--- src/rtl/pipe_stage_reg.sv ---
// Elastic DEPTH-slot pipeline register with valid/ready, stall and flush.
// Optional feature: define PIPE_SKID_EN to add a skid slot ahead of slot 0.
module pipe_stage_reg #(
    parameter int DATA_W = 32,
    parameter int DEPTH  = 1,
    parameter int CNT_W  = 4
) (
    input  logic              clk,
    input  logic              reset,
    input  logic              stall,
    input  logic              flush,
    input  logic              in_valid,
    input  logic [DATA_W-1:0] in_data,
    output logic              in_ready,
    output logic              out_valid,
    output logic [DATA_W-1:0] out_data,
    input  logic              out_ready,
    output logic [CNT_W-1:0]  occupancy
);

    logic [DEPTH-1:0]  vld;
    logic [DEPTH-1:0]  load;
    logic [DATA_W-1:0] dat [DEPTH];
    logic              in_fire;
    logic              out_fire;
    logic              src_vld;
    logic [DATA_W-1:0] src_dat;
    logic [CNT_W-1:0]  cnt;

    // A slot may load when it or any slot downstream has a hole,
    // or when the last slot is draining this cycle.
    always_comb begin
        logic acc;
        acc  = out_ready & ~stall;
        load = '0;
        for (int i = DEPTH - 1; i >= 0; i--) begin
            acc     = acc | ~vld[i];
            load[i] = acc;
        end
    end

    assign out_valid = vld[DEPTH-1];
    assign out_data  = dat[DEPTH-1];
    assign out_fire  = out_valid & out_ready & ~stall;
    assign in_fire   = in_valid & in_ready;
    assign occupancy = cnt;

`ifdef PIPE_SKID_EN
    logic              skid_vld;
    logic [DATA_W-1:0] skid_dat;

    assign in_ready = ~skid_vld & ~stall & ~flush;
    assign src_vld  = skid_vld | in_fire;
    assign src_dat  = skid_vld ? skid_dat : in_data;

    always_ff @(posedge clk or posedge reset) begin
        if (reset) begin
            skid_vld <= 1'b0;
            skid_dat <= '0;
        end else if (flush) begin
            skid_vld <= 1'b0;
        end else if (!stall) begin
            if (skid_vld && load[0]) begin
                skid_vld <= 1'b0;
            end else if (in_fire && !load[0]) begin
                skid_vld <= 1'b1;
                skid_dat <= in_data;
            end
        end
    end
`else
    assign in_ready = load[0] & ~stall & ~flush;
    assign src_vld  = in_fire;
    assign src_dat  = in_data;
`endif

    always_ff @(posedge clk or posedge reset) begin
        if (reset) begin
            vld <= '0;
            for (int i = 0; i < DEPTH; i++) begin
                dat[i] <= '0;
            end
        end else if (flush) begin
            vld <= '0;
        end else if (!stall) begin
            if (load[0]) begin
                vld[0] <= src_vld;
                if (src_vld) begin
                    dat[0] <= src_dat;
                end
            end
            for (int i = 1; i < DEPTH; i++) begin
                if (load[i]) begin
                    vld[i] <= vld[i-1];
                    if (vld[i-1]) begin
                        dat[i] <= dat[i-1];
                    end
                end
            end
        end
    end

    always_ff @(posedge clk or posedge reset) begin
        if (reset) begin
            cnt <= '0;
        end else if (flush) begin
            cnt <= '0;
        end else begin
            cnt <= cnt
                 + {{(CNT_W-1){1'b0}}, in_fire}
                 - {{(CNT_W-1){1'b0}}, out_fire};
        end
    end

endmodule

--- config.mk ---
export PLATFORM = sky130hd
export DESIGN_NAME = pipe_stage_reg
export DESIGN_NICKNAME = d
export VERILOG_FILES = /design/src/rtl/pipe_stage_reg.sv
export SDC_FILE = /design/constraint.sdc
export NUM_CORES = 1
export LEC_CHECK = 0
export BUFFER_PORTS_ARGS = -buffer_cell sky130_fd_sc_hd__clkbuf_2
export CAP_MARGIN = 15
export CELL_PAD_IN_SITES_DETAIL_PLACEMENT = 0
export CELL_PAD_IN_SITES_GLOBAL_PLACEMENT = 1
export CORE_MARGIN = 8
export CORE_UTILIZATION = 36
export CTS_CLUSTER_DIAMETER = 150
export DETAILED_ROUTE_END_ITERATION = 12
export PLACE_DENSITY = 0.84
export SKIP_LAST_GASP = 1
export SYNTH_ARGS = -nofsm -noshare
export SYNTH_HDL_FRONTEND = slang
export SYNTH_SLANG_ARGS = --single-unit
--- constraint.sdc ---
create_clock -name clk -period 3.3 [get_ports clk]
set_input_delay 0.165 -clock clk [delete_from_list [all_inputs] [get_ports clk]]
set_output_delay 0.165 -clock clk [all_outputs]
set_load 0.03 [all_outputs]
==> key figures <==
Yosys
  • Post-synthesis net count: 144
  • Largest family of logic cells by synthesized area: multiplexers
  • Post-synth EDFFs: 0
  • Count of cell types in the netlist: 19
  • Compound-Gate Fraction of Synth Area: 0.0379
  • Synth warnings: 0
  • Area share of xor/xnor cells in the synthesized design: 0.0106
  • Synth Area in Simple Gates: 0.0243
  • Post-Synth Adder-Cell Area: 0.0425
  • Area fraction of the dominant cell type after synthesis: 0.561
  • Yosys top cell by area: dfrtp_1
  • Synth area leaders: dfrtp_1 (56%), mux2_4 (26%), ha_1 (3.0%)
  • Synthesized instance count: just over 100
  • Top_reg_cell synth: dfrtp_1
  • Synth Area per Inst: 16.3 um^2
  • Top-count cell post-synth: dfrtp_1
  • Yosys reg bits: 37
  • Register area share after synthesis: 0.561
  • Mux contribution to synthesized area: 0.285
  • Syn Std Cell Area: 0.00165 mm^2
  • Asr flop ratio synth: 1.00
  • Most instantiated cells after synthesis: dfrtp_1 (37), mux2_4 (29), inv_1 (7), ha_1 (4)

GRT
  • Largest net degree at the start of global routing: 38
  • Number of global-route vias before repair: about 1200
  • All-layer global routing usage: 0.110
  • First-pass GRT wire length: a little over 6000 um
  • Final global-route overflow total: 0
  • Initial antenna violation count: 0

Power
  • Sequential share of power: 0.387
  • Worst vdd rail ir drop: 0.301 mV
  • Sw Ratio: 0.324
  • P_leak: 1.16 nW
  • PD cells: slightly below 700 mW/mm^2
  • Internal Pwr Total: 1.04 mW
  • Clock power frac: 0.298
  • Net switching power: 0.499 mW
  • Logic gate share of total power: 0.316

Final layout
  • P&R area growth vs syn: 34.3%
  • N_diodes: 0
  • Non-filler cells, final: 236
  • Nets: 226
  • Share of post-route cells with drive strength above 1: 0.647

Placed design
  • Number of cells after detailed placement: 227
  • PortBufs: 75
  • Hpwl dp: 2800 um
  • GP Congestion: 0.691

Clock tree
  • Root Driver: clkbuf_8
  • H-Tree Level Count: 2
  • Num CTS Buffers: 5
  • CTS Sinks: 37
  • Clock Latency Late Sink: 0.29 ns
  • Hold_buf cts: 1
  • CTS tree: built
  • Clk buf depth: 2
  • CTS resizes: 0
  • Post-CTS Setup Inserts: 0
  • Reg clk slew, reported paths: 0.07 ns

Setup path
  • Reg2Reg Depth: 8
  • Type of origin of the critical path: flop
  • Critical Path RT: 3.47 ns
  • R2R Setup Slk: 1.24 ns
  • Worst Setup SP: out_valid$_DFFE_PP0P_
  • Reg-to-Reg End: occupancy[2]$_DFF_PP0_
  • CP arrival: 2.24 ns
  • Setup crit end kind: flop
  • Kind of critical path: reg2reg
  • R2R Path Start: out_valid$_DFFE_PP0P_
  • Worst setup path end: occupancy[2]$_DFF_PP0_
  • Critical Path Fanout Max: 5

Routing
  • DR iter-0 viols: 101
  • Routed Antenna Nets: 0
  • DR WL/cell: 15.8 um
  • Final wirelength: 3720 um
  • DRC viols: 0
  • DR vias: 1059
  • DR pass1 iterations: 4
  • Vias/cell: 4.49

Timing
  • Setup Viol. Count Final: 0
  • Achievable Freq: 0.484 GHz
  • Final Hold Viols: 0
  • Setup TNS: 0 ns
  • Least-Margin Pin Slew: 0.573 ns
  • Final worst-path cycle share: 0.626
  • Hold Slack: 0.101 ns
  • Max transition margin: 0.618
  • Unrepaired setup endpoints after global routing: false
  • Min Clock Period, post-route: slightly above 2 ns
  • Clk_skew: approximately 0.0041 ns
  • Slew Viols, Final: 0

Die
  • Die span in x: 83.7 um
  • Die Area: 0.00700 mm^2
  • CORE AREA: 0.00438 mm^2
  • Core Rows: 24
  • Initial Util: 0.376
  • Io pins: 76
  • Die H: 83.7 um

Hold path
  • Hold crit path type: in2reg

Outcome
  • Run status: complete, no violations

Job
  • Max cap viols: 0
-- metal layers --
metal,routed length (um),part of all wire,track usage
met3,290,0.078,0.0566
met1,1610,0.43,0.134
met4,15,0.0040,0.0377
met2,1810,0.49,0.161
met5,0,0,0
-- worst max-delay path: stages, from the launching register on --
cell       delay [ns]
dfrtp_1          0.44
a2111oi_4        0.32
inv_1            0.08
ha_1             0.27
inv_1            0.04
ha_1             0.20
fa_1             0.38
xnor2_1          0.17
nor2_1           0.05
-- flip-flops by register name, indices dropped and copies added, names as in the netlist --
| register | count |
|---|---|
| occupancy | 4 |
| out_data | 32 |
| out_valid | 1 |
-- kinds of logic (layout without fill, tap and decap cells) --
logic type      Yosys count  after routing
compound gates            7              7
xor+xnor                  2              2
fa+ha+maj                 5              5
buf+inv                  11             94
flops                    37             37
mux                      32             32
simple gates              7              7
-- layout by cell type (no fill, tap or decap) --
cell type / synthesis / routed
nand3_1: 2 / 2
nand2b_1: 1 / 1
mux2_2: 3 / 3
dlygate4sd3_1: 0 / 1
a211oi_1: 1 / 1
bufinv_16: 0 / 2
inv_1: 7 / 7
a21oi_1: 3 / 3
fa_1: 1 / 1
clkbuf_2: 0 / 75
clkinv_2: 0 / 1
ha_1: 4 / 4
nor3b_1: 1 / 1
xnor2_1: 2 / 2
a2111oi_4: 1 / 1
nor2_1: 1 / 1
o21ai_0: 1 / 1
dfrtp_1: 37 / 37
inv_2: 1 / 1
mux2_4: 29 / 29
nor2b_1: 2 / 2
buf_4: 0 / 2
a21o_1: 1 / 1
clkbuf_8: 0 / 5
-- layout make-up --
cell class	instances	area [um^2]
tap	52	65.1
inverter	8	30.0
sequential	37	926
clock buffer	5	68.8
clock inverter	3	65.1
fill	415	2170
multi-input combinational	53	659
timing repair buffer	78	400
-- power by group through the flow --
| stage | combinational [mW] | clock, mW | sequential [mW] |
|---|---|---|---|
| 2_1_floorplan | 0.165 | 0 | 0.777 |
| 4_1_cts | 0.496 | 0.475 | 0.597 |
| 5_1_grt | 0.515 | 0.500 | 0.610 |
| 3_3_place_gp | 0.486 | 0 | 0.600 |
| 3_5_place_dp | 0.494 | 0 | 0.601 |
| 6_report | 0.486 | 0.458 | 0.595 |
-- through the flow --
step	instance area (um^2)	setup WS, ns	total power [mW]	utilization
finish	2210	1.24	1.54	0.505
global route	2210	1.09	1.62	0.505
CTS	2210	1.22	1.57	0.505
detailed placement	2070	1.23	1.10	0.472
global placement	2070	1.30	1.09	0.472
floorplan	1650	0.816	0.942	-
-- worst min-delay path by stage --
stage,start,to,slack [ns],cells after the start
finish,in_data[21],out_data[21]$_DFFE_PP0P_,0.10,2
floorplan,flush,occupancy[3]$_DFF_PP0_,0.23,1
CTS,in_data[21],out_data[21]$_DFFE_PP0P_,0.09,2
detailed placement,reset,out_data[3]$_DFFE_PP0P_,0.29,3
global route,in_data[6],out_data[6]$_DFFE_PP0P_,0.08,2
global placement,reset,out_data[28]$_DFFE_PP0P_,0.28,3
Power figures use the tool's default switching activity.
